### src/rtl/lsu_mc_pkg.sv
// Shared definitions for the multi-cycle load/store unit: funct3 codes,
// FSM state encoding and size/legality decode helpers.
// Imported by lsu_align and lsu_mc.
package lsu_mc_pkg;

    // RV funct3 access codes (loads and stores share the low encodings)
    localparam logic [2:0] F3_B  = 3'b000;
    localparam logic [2:0] F3_H  = 3'b001;
    localparam logic [2:0] F3_W  = 3'b010;
    localparam logic [2:0] F3_D  = 3'b011;
    localparam logic [2:0] F3_BU = 3'b100;
    localparam logic [2:0] F3_HU = 3'b101;
    localparam logic [2:0] F3_WU = 3'b110;

    typedef enum logic [1:0] {
        ST_IDLE  = 2'd0,
        ST_BEAT0 = 2'd1,
        ST_BEAT1 = 2'd2,
        ST_RESP  = 2'd3
    } lsu_state_e;

    // funct3[1:0] encodes log2 of the access size in bytes
    function automatic logic [3:0] f3_size(input logic [1:0] code);
        case (code)
            2'b00:   return 4'd1;
            2'b01:   return 4'd2;
            2'b10:   return 4'd4;
            default: return 4'd8;
        endcase
    endfunction

    function automatic logic f3_legal(input logic store, input logic [2:0] f3, input logic is64);
        logic ok;
        ok = 1'b0;
        if (store) begin
            case (f3)
                F3_B, F3_H, F3_W: ok = 1'b1;
                F3_D:             ok = is64;
                default:          ok = 1'b0;
            endcase
        end else begin
            case (f3)
                F3_B, F3_H, F3_W, F3_BU, F3_HU: ok = 1'b1;
                F3_D, F3_WU:                    ok = is64;
                default:                        ok = 1'b0;
            endcase
        end
        return ok;
    endfunction

endpackage

### src/rtl/lsu_align.sv
// Byte-lane alignment for lsu_mc: store lane shift / byte enables per beat,
// load merge of two beats plus sign/zero extension. Purely combinational.
// Ports: funct3/offset/beat select in, store data and two captured read beats in;
// per-beat be/wdata, split flag and extended load data out.
module lsu_align import lsu_mc_pkg::*; #(
    parameter int XLEN = 32
) (
    input  logic [2:0]                  funct3_i,
    input  logic [$clog2(XLEN/8)-1:0]   off_i,
    input  logic                        beat1_i,
    input  logic [XLEN-1:0]             wdata_i,
    input  logic [XLEN-1:0]             rd0_i,
    input  logic [XLEN-1:0]             rd1_i,
    output logic [XLEN/8-1:0]           be_o,
    output logic [XLEN-1:0]             wdata_o,
    output logic                        split_o,
    output logic [XLEN-1:0]             ldata_o
);
    localparam int NB = XLEN / 8;
    localparam int OW = $clog2(NB);

    logic [3:0]        sz;
    logic [OW+3:0]     bit_sh;
    logic [2*NB-1:0]   mask;
    logic [2*NB-1:0]   be_wide;
    logic [2*XLEN-1:0] wd_wide;
    logic [2*XLEN-1:0] rd_cat;
    logic [XLEN-1:0]   raw;
    logic              msb;
    logic              sgn;

    // Work in a two-beat window: lanes that spill past NB belong to beat 1.
    always_comb begin
        sz      = f3_size(funct3_i[1:0]);
        bit_sh  = {1'b0, off_i, 3'b000};
        mask    = '0;
        for (int i = 0; i < 2*NB; i++) begin
            mask[i] = (i < int'(sz));
        end
        be_wide = mask << off_i;
        wd_wide = {{XLEN{1'b0}}, wdata_i} << bit_sh;
        split_o = |be_wide[2*NB-1:NB];
        be_o    = beat1_i ? be_wide[2*NB-1:NB]       : be_wide[NB-1:0];
        wdata_o = beat1_i ? wd_wide[2*XLEN-1:XLEN]   : wd_wide[XLEN-1:0];

        // Beat 1 bytes sit directly above beat 0; shift the access down to bit 0.
        rd_cat  = {rd1_i, rd0_i};
        raw     = rd_cat[bit_sh +: XLEN];

        case (funct3_i[1:0])
            2'b00:   msb = raw[7];
            2'b01:   msb = raw[15];
            2'b10:   msb = raw[31];
            default: msb = 1'b0;
        endcase
        sgn     = msb & ~funct3_i[2];
        ldata_o = '0;
        for (int i = 0; i < XLEN; i++) begin
            ldata_o[i] = (i < 8*int'(sz)) ? raw[i] : sgn;
        end
    end

endmodule

### src/rtl/lsu_mc.sv
// Multi-cycle load/store unit: valid/ready core request in, stalling bus out,
// one or two bus beats per access, one-cycle response pulse.
// Ports: clock/reset; req_* from core; rsp_* pulse to core; bus_* toward memory.
module lsu_mc import lsu_mc_pkg::*; #(
    parameter int XLEN             = 32,
    parameter int ADDR_W           = 32,
    parameter bit ALLOW_MISALIGNED = 1'b1
) (
    input  logic                clock,
    input  logic                reset,
    input  logic                req_valid,
    output logic                req_ready,
    input  logic                req_store,
    input  logic [2:0]          req_funct3,
    input  logic [ADDR_W-1:0]   req_addr,
    input  logic [XLEN-1:0]     req_wdata,
    output logic                rsp_valid,
    output logic [XLEN-1:0]     rsp_rdata,
    output logic                rsp_fault,
    output logic                bus_valid,
    input  logic                bus_ready,
    output logic                bus_we,
    output logic [ADDR_W-1:0]   bus_addr,
    output logic [XLEN/8-1:0]   bus_be,
    output logic [XLEN-1:0]     bus_wdata,
    input  logic [XLEN-1:0]     bus_rdata
);
    localparam int NB = XLEN / 8;
    localparam int OW = $clog2(NB);

    lsu_state_e        state_q, state_d;
    logic              store_q, store_d;
    logic [2:0]        f3_q, f3_d;
    logic [ADDR_W-1:0] addr_q, addr_d;
    logic [XLEN-1:0]   wdata_q, wdata_d;
    logic              fault_q, fault_d;
    logic [XLEN-1:0]   rd0_q, rd0_d;
    logic [XLEN-1:0]   rd1_q, rd1_d;

    logic [3:0]        req_sz;
    logic              req_split;
    logic              req_fault;
    logic [ADDR_W-1:0] beat_base;
    logic [NB-1:0]     al_be;
    logic [XLEN-1:0]   al_wdata;
    logic [XLEN-1:0]   al_ldata;
    logic              al_split;

    lsu_align #(.XLEN(XLEN)) u_align (
        .funct3_i (f3_q),
        .off_i    (addr_q[OW-1:0]),
        .beat1_i  (state_q == ST_BEAT1),
        .wdata_i  (wdata_q),
        .rd0_i    (rd0_q),
        .rd1_i    (rd1_q),
        .be_o     (al_be),
        .wdata_o  (al_wdata),
        .split_o  (al_split),
        .ldata_o  (al_ldata)
    );

    // Fault is decided on the incoming request so a faulting access never touches the bus.
    always_comb begin
        req_sz    = f3_size(req_funct3[1:0]);
        req_split = (int'(req_addr[OW-1:0]) + int'(req_sz)) > NB;
        req_fault = !f3_legal(req_store, req_funct3, XLEN == 64) ||
                    (req_split && !ALLOW_MISALIGNED);
    end

    always_comb begin
        state_d   = state_q;
        store_d   = store_q;
        f3_d      = f3_q;
        addr_d    = addr_q;
        wdata_d   = wdata_q;
        fault_d   = fault_q;
        rd0_d     = rd0_q;
        rd1_d     = rd1_q;
        req_ready = 1'b0;
        rsp_valid = 1'b0;
        bus_valid = 1'b0;

        case (state_q)
            ST_IDLE: begin
                req_ready = 1'b1;
                if (req_valid) begin
                    store_d = req_store;
                    f3_d    = req_funct3;
                    addr_d  = req_addr;
                    wdata_d = req_wdata;
                    fault_d = req_fault;
                    state_d = req_fault ? ST_RESP : ST_BEAT0;
                end
            end
            ST_BEAT0: begin
                bus_valid = 1'b1;
                if (bus_ready) begin
                    rd0_d   = bus_rdata;
                    state_d = al_split ? ST_BEAT1 : ST_RESP;
                end
            end
            ST_BEAT1: begin
                bus_valid = 1'b1;
                if (bus_ready) begin
                    rd1_d   = bus_rdata;
                    state_d = ST_RESP;
                end
            end
            ST_RESP: begin
                rsp_valid = 1'b1;
                state_d   = ST_IDLE;
            end
            default: state_d = ST_IDLE;
        endcase
    end

    // Bus fields derive only from latched request state, so they stay put across wait states.
    assign beat_base = {addr_q[ADDR_W-1:OW], {OW{1'b0}}};
    assign bus_we    = bus_valid & store_q;
    assign bus_addr  = !bus_valid ? '0 :
                       (state_q == ST_BEAT1) ? beat_base + ADDR_W'(NB) : beat_base;
    assign bus_be    = bus_valid ? al_be : '0;
    assign bus_wdata = bus_we ? al_wdata : '0;
    assign rsp_fault = rsp_valid & fault_q;
    assign rsp_rdata = (rsp_valid && !store_q && !fault_q) ? al_ldata : '0;

    always_ff @(posedge clock or negedge reset) begin
        if (!reset) begin
            state_q <= ST_IDLE;
            store_q <= 1'b0;
            f3_q    <= '0;
            addr_q  <= '0;
            wdata_q <= '0;
            fault_q <= 1'b0;
            rd0_q   <= '0;
            rd1_q   <= '0;
        end else begin
            state_q <= state_d;
            store_q <= store_d;
            f3_q    <= f3_d;
            addr_q  <= addr_d;
            wdata_q <= wdata_d;
            fault_q <= fault_d;
            rd0_q   <= rd0_d;
            rd1_q   <= rd1_d;
        end
    end

endmodule

### config.mk
export PLATFORM = sky130hd
export DESIGN_NAME = lsu_mc
export DESIGN_NICKNAME = d
export VERILOG_FILES = /design/src/rtl/lsu_mc_pkg.sv /design/src/rtl/lsu_align.sv /design/src/rtl/lsu_mc.sv
export SDC_FILE = /design/constraint.sdc
export NUM_CORES = 1
export LEC_CHECK = 0
export ABC_CLOCK_PERIOD_IN_PS = 3650
export BUFFER_PORTS_ARGS = -buffer_cell sky130_fd_sc_hd__buf_2
export CORE_ASPECT_RATIO = 1.25
export CORE_MARGIN = 2
export CORE_UTILIZATION = 30
export CTS_BUF_LIST = sky130_fd_sc_hd__clkbuf_2
export CTS_CLUSTER_DIAMETER = 200
export DETAILED_ROUTE_END_ITERATION = 8
export PLACE_DENSITY_LB_ADDON = 0.12
export RECOVER_POWER = 100
export SLEW_MARGIN = 20
export SYNTH_ARGS = -nofsm -noshare
export SYNTH_HDL_FRONTEND = slang
export SYNTH_SLANG_ARGS = --single-unit
### constraint.sdc
create_clock -name clock -period 3.65 [get_ports clock]
set_input_delay 0.5475 -clock clock [delete_from_list [all_inputs] [get_ports clock]]
set_output_delay 0.5475 -clock clock [all_outputs]
set_load 0.05 [all_outputs]
==> results of run 1 <==
==> cell families after synthesis <==
family | count (synthesis)
AOI/OAI and AO/OA | 156
and+or+nand+nor | 193
DFF | 127
other | 1
buffers and inverters | 70
muxes | 194
xor gates and xnor gates | 11
adders and majority gates | 5
==> Yosys cell counts (all sizes together), types with 2 or more instances <==
master   count
nand4        8
nor2        76
a22oi       11
and4         5
a21oi       52
o31ai        7
o21ai       35
nand3       12
xnor2        2
a211oi      23
clkbuf      22
o2bb2ai      8
o21a         3
a21o         2
inv         11
mux2       144
nor3        11
mux2i       49
dfrtp      127
ha           5
a22o         9
and3         4
buf         37
and2         4
nand2       41
or4          7
or3         10
xor2         9
nor2b       11
==> power groups by stage <==
stage	Combinational, uW	Clock, uW	Sequential, uW
final	6650	914	2920
after global routing	7170	1030	3060
after CTS	6690	967	2920
after detailed placement	6570	0	2950
after global placement	6560	0	2940
after floorplan	5310	0	2580
==> worst max-delay path, delay by kind of cell, from the launching register on <==
| kind | cells | cell delay, ps |
|---|---|---|
| AO/OA/AOI/OAI | 1 | 370 |
| buffers and inverters | 3 | 580 |
| AND/OR/NAND/NOR | 2 | 390 |
| adder cells (fa/ha/maj) | 1 | 410 |
| flip-flops | 1 | 450 |
==> flip-flops by register name, summed over array words and instances, names as in the netlist <==
signal and cells:
state_q 2, addr_q 32, store_q 1, fault_q 1
f3_q 3, rd0_q 32, wdata_q 32, rd1_q 24
==> metal layers <==
layer  vias up  track usage, %
li1       3317               -
met1      3283            22.5
met2       175            30.1
met3        21            2.73
met4         0            5.85
met5         -               0
==> worst max-delay path by stage <==
| stage | to | slack (ps) | depth (start not counted) |
|---|---|---|---|
| floorplan | bus_wdata[24] | 90 | 6 |
| global placement | rsp_rdata[30] | 750 | 6 |
| detailed placement | rsp_rdata[17] | 670 | 6 |
| CTS | rsp_rdata[17] | 20 | 6 |
| global route | bus_wdata[26] | -30 | 7 |
| finish | bus_wdata[27] | 220 | 7 |
==> final cells by class <==
cell class | instances | area [um^2]
repair buffers | 317 | 2090
inverters | 11 | 41.3
flip-flops and latches | 127 | 3190
multi-input cells | 561 | 4270
clock inverters | 15 | 156
clock buffers | 17 | 85.1
fillers | 2599 | 15000
well taps | 335 | 419
diodes | 2 | 5.00
==> stage by stage <==
| step | setup WS, ps | instances | instance area (um^2) |
|---|---|---|---|
| floorplan | 89.6 | 758 | 7740 |
| detailed placement | 670 | 1253 | 9070 |
| CTS | 24.8 | 1375 | 10200 |
| global route | -27.6 | 1385 | 10300 |
| global placement | 745 | 1253 | 9070 |
| finish | 218 | 1385 | 10300 |
==> what timing repair did <==
action                                  CTS  global route
setup buffers                             0             7
endpoints found under the setup margin   28            39
pin swaps                                 0             1
cloned                                    0             0
endpoints found under the hold margin   175             1
resized for setup                         5             7
hold buffers                             90             1
==> results by group, run 1 <==
Status
  – Status: complete, but fails checks
  – Violated checks: max-capacitance violations, max-slew violations

Finish
  – Layout cell share with drive strength beyond 1: 38.3%
  – Final core occ: 40.5%
  – Nets@finish: 1144
  – Commonest cells after routing, fill and taps aside: 144 x mux2_2, 129 x buf_2, 125 x dfrtp_1
  – Synth-to-Final Area Change: 32.5%
  – Leading cell type in the layout, fill and taps excluded: mux2_2

Timing
  – Slew Limit Fails: 194
  – Highest clock rate: 0.291 GHz
  – Fin. Hold Viols: 0
  – RSZ-0062 raised after global routing: yes
  – Setup TNS: 0 ps
  – Slew @ Worst Pin: 2120 ps
  – Final setup viols: 0
  – Tcrit/Tclk final: 94.0%
  – Relative slew slack: -41.5%
  – Clk_skew: 48.6 ps
  – Hold slack final: 93.1 ps
  – Crit path time final: 3430 ps

Floorplanning
  – Width of the die: 148 um
  – Core region area: 0.0253 mm^2
  – Starting density of the core: 30.6%
  – Die area: 0.0271 mm^2
  – I/O pins: 209
  – Die Ht: 184 um
  – Row Count: 65

Clock network
  – CTS tree: built
  – H-tree levels: 4
  – Clock transition at path regs: 230 ps
  – Longest Clk Path Bufs: 2
  – CTS buffer count: 17
  – Clock Sinks: 127
  – Root Buffer: clkbuf_2
  – Later-pin clock latency in the skew report: 730 ps

Detailed routing
  – DR pass1 iterations: 6
  – Met1 WL: 10.8 mm
  – DR vias: 6796
  – Vias per std cell: 4.91
  – Final WL: 23.8 mm
  – DRC Markers: 0
  – Metal2 WL: 11.7 mm
  – Post-route ant nets: 0
  – WL/cell: 17.2 um
  – Met3 WL: 1.01 mm
  – Top Metal Used: met4
  – Initial drt markers: 192

Worst hold path
  – Worst Hold Depth: 2
  – Min-Delay Path Class: input port to flip-flop
  – Hold-critical path endpoint: rd1_q[7]
  – HP Start: bus_rdata[7]

Setup path
  – Reg2reg setup slack: 770 ps
  – R2R Path End: rd0_q[31]
  – Critical Path, Cell by Cell: inv_1, ha_1, nand2_1, inv_1, nand2_1, a211oi_1, buf_2
  – Worst setup EP type: output pin
  – CP required: 3100 ps
  – Startpoint types: flip-flop
  – Slowest CP cell: dfrtp_1
  – CP startpoint: state_q[1]
  – CP max stage delay: 450 ps
  – Setup Crit Path Kind: flip-flop to output pin
  – WP data arrival: 2880 ps
  – Register-to-Register Path Depth: 5
  – Reg2reg start: state_q[1]
  – Crit Path Max Fanout: 8

Logic synthesis
  – Simple-gate share of the synthesized area: 12.3%
  – Xor and xnor area share after synthesis: 1.25%
  – Mux cell area share after synthesis: 27.6%
  – Combinational family with the most area after synthesis: multiplexers
  – Mapped cell area: 0.00774 mm^2
  – Synth async-reset ratio: 100%
  – Synth Area in Adders: 0.809%
  – Main synth FF type: dfrtp_1
  – Syn avg cell area: 10.2 um^2
  – Mapped Cells: 757
  – Synth unique cells: 51
  – Compound-Gate Fraction of Synth Area: 12.8%
  – Area leader, netlist: dfrtp_1
  – Area share of the leading cell type in the synthesized netlist: 41.1%
  – Yosys reg bits: 127
  – Post-synth EDFFs: 0
  – Synth top area cells: dfrtp_1 41%, mux2_2 21%, mux2i_1 6.3%
  – Synth warn: 0
  – Sequential element share of the synthesized area: 41.1%

Power
  – Leak: 0.00458 uW
  – Combinational share of power: 63.4%
  – Final Power: 10500 uW
  – Internal power: 4700 uW
  – Worst VDD drop: 0.419 mV
  – Switching power total: 5780 uW
  – Switching part of the total power: 55.2%
  – Sequential share of power: 27.9%
  – Power share of the clock group: 8.7%
  – Power per cell area: 1020 mW/mm^2

Place
  – Port Buf Inserts: 206
  – Gpl congestion: 0.774
  – Detail Placement HPWL: 16.5 mm

Global routing
  – Largest net degree at the start of global routing: 70
  – Initial antenna violation count: 2
  – Total gr overflow: 0
  – First-pass GRT wire length: 37.3 mm
  – Vias in the first global route: 6844
  – Total GRT Usage: 17.5%

Run
  – Max Cap Violations: 4
Power figures use the tool's default switching activity.
==> run 2, diff against run 1 <==
- RECOVER_POWER: 100 -> unset
==> results by group, run 2 (synthesis gave the netlist of run 1 again) <==
Timing
  – Relative slew slack: 33.9% (+75 points)
  – Setup TNS: 0 ps (unchanged)
  – Clk_skew: 48.9 ps (+0.231 ps)
  – RSZ-0062 raised after global routing: yes
  – Highest clock rate: 0.292 GHz (about the same)
  – Tcrit/Tclk final: 93.9% (about the same)
  – Fin. Hold Viols: 0 (unchanged)
  – Slew Limit Fails: 0 (-100%)
  – Crit path time final: 3430 ps (-3.33 ps)
  – Final setup viols: 0 (unchanged)
  – Slew @ Worst Pin: 992 ps (-1130 ps)

Clock network
  – CTS buffer count: 17 (unchanged)
  – Clock Sinks: 127 (unchanged)
  – CTS tree: built
  – Longest Clk Path Bufs: 2 (unchanged)
  – Clock transition at path regs: 230 ps (about the same)
  – Root Buffer: clkbuf_2
  – H-tree levels: 4 (unchanged)
  – Later-pin clock latency in the skew report: 730 ps (about the same)

Setup path
  – Setup Crit Path Kind: flip-flop to output pin
  – Register-to-Register Path Depth: 4 (-1)
  – CP startpoint: state_q[1]
  – Reg2reg start: state_q[0]
  – CP required: 3100 ps (about the same)
  – Crit Path Max Fanout: 8 (unchanged)
  – Worst setup EP type: output pin
  – WP data arrival: 2880 ps (about the same)
  – Startpoint types: flip-flop

Floorplanning
  – Starting density of the core: 30.6% (unchanged)
  – I/O pins: 209 (unchanged)
  – Row Count: 65 (unchanged)
  – Die area: 0.0271 mm^2 (unchanged)
  – Width of the die: 148 um (unchanged)
  – Core region area: 0.0253 mm^2 (unchanged)
  – Die Ht: 184 um (unchanged)

Finish
  – Commonest cells after routing, fill and taps aside: 202 x buf_2, 144 x mux2_2, 125 x dfrtp_1
  – Largest registers: addr_q (32), rd0_q (32), wdata_q (32)
  – Leading cell type in the layout, fill and taps excluded: buf_2
  – Synth-to-Final Area Change: 33.3%
  – Layout cell share with drive strength beyond 1: 40.2% (+1.9 points)
  – Nets@finish: 1144 (unchanged)

Detailed routing
  – DR vias: 6768 (-0.41%)
  – Initial drt markers: 216 (+13%)
  – DR pass1 iterations: 4 (-2)
  – WL/cell: 17.2 um (-0.19%)
  – DRC Markers: 0 (unchanged)
  – Final WL: 23.8 mm (-0.11%)
  – Post-route ant nets: 0 (unchanged)
  – Vias per std cell: 4.88 (-0.48%)

Global routing
  – Total GRT Usage: 17.5% (unchanged)
  – Initial antenna violation count: 2 (unchanged)
  – Vias in the first global route: 6844 (unchanged)
  – Total gr overflow: 0 (unchanged)
  – First-pass GRT wire length: 37.3 mm (unchanged)
  – Largest net degree at the start of global routing: 70 (unchanged)

Power
  – Worst VDD drop: 0.419 mV (about the same)
  – Final Power: 10500 uW (+0.26%)
  – Power per cell area: 1020 mW/mm^2 (-0.33%)
  – Leak: 0.00471 uW (+2.8%)

Worst hold path
  – Min-Delay Path Class: input port to flip-flop
  – HP Start: bus_rdata[7]
  – Worst Hold Depth: 2 (unchanged)

Status
  – Status: complete, no violations

Run
  – Max Cap Violations: 0 (-4)

Place
  – Port Buf Inserts: 206 (unchanged)
  – Detail Placement HPWL: 16.5 mm (unchanged)
  – Gpl congestion: 0.774 (unchanged)
==> run 2: cell types whose count changed in the layout (fill, tap and decap cells not counted) <==
cell and change:
buf_2 +73, buf_6 +1, buf_4 +5, clkbuf_2 -58, buf_12 +1, clkbuf_4 -2
clkbuf_1 -20, diode_2 +1, nand2_4 +1, nand2_2 -1
==> run 2: worst paths after layout <==
check,endpoint,slack [ps]
worst max-delay path,bus_wdata[27],220
worst min-delay path,rd1_q[7],90
worst max register to register,addr_q[0],1560
worst min register to register,rd1_q[8],530
max in group asynchronous,rd1_q[7],2490
min in group asynchronous,addr_q[2],350
==> run 2: worst max-delay path, stage by stage, from the launching register on <==
cell and delay [ps]:
dfrtp_1 440, inv_1 90, ha_1 420, nand2_1 100
inv_1 150, nand2_1 290, a211oi_1 370, buf_2 330
==> run 2: power by group <==
group	internal [uW]	total, uW	switching [uW]
combinational	2380	6670	4290
sequential	2130	2930	799
clock	228	912	684
==> run 2: layout make-up <==
class / instances / area, um^2
diodes: 3 / 7.51
clock buffers: 17 / 85.1
clock inverters: 15 / 156
fillers: 2584 / 15000
inverters: 11 / 41.3
multi-input cells: 561 / 4270
flip-flops and latches: 127 / 3190
well taps: 335 / 419
repair buffers: 317 / 2150
==> run 2: metrics by stage <==
| step | util (%) | setup slack [ps] | instance area (um^2) | std cells | hold WS, ps |
|---|---|---|---|---|---|
| after global routing | 40.8 | -27.6 | 10300 | 1385 | 1.65 |
| after CTS | 40.4 | 24.8 | 10200 | 1375 | 0.737 |
| after detailed placement | 35.9 | 670 | 9070 | 1253 | 484 |
| after global placement | 35.9 | 745 | 9070 | 1253 | 480 |
| final | 40.8 | 222 | 10300 | 1386 | 87.5 |
| after floorplan | - | 89.6 | 7740 | 758 | 252 |
==> run 2: routing by layer <==
metal | GRT usage (%) | share of wire, % | vias up
met2 | 30.1 | 49 | 179
met1 | 22.5 | 45 | 3248
met3 | 2.73 | 4.5 | 20
li1 | - | - | 3321
met4 | 5.85 | 1.6 | 0
met5 | 0 | 0 | -
==> run 2: what timing repair did <==
action | in CTS | in global routing
endpoints found under the hold margin | 175 | 1
pin swaps | 0 | 1
setup buffers | 0 | 7
hold buffers | 90 | 1
gates resized for setup | 5 | 7
setup endpoints to repair | 28 | 39
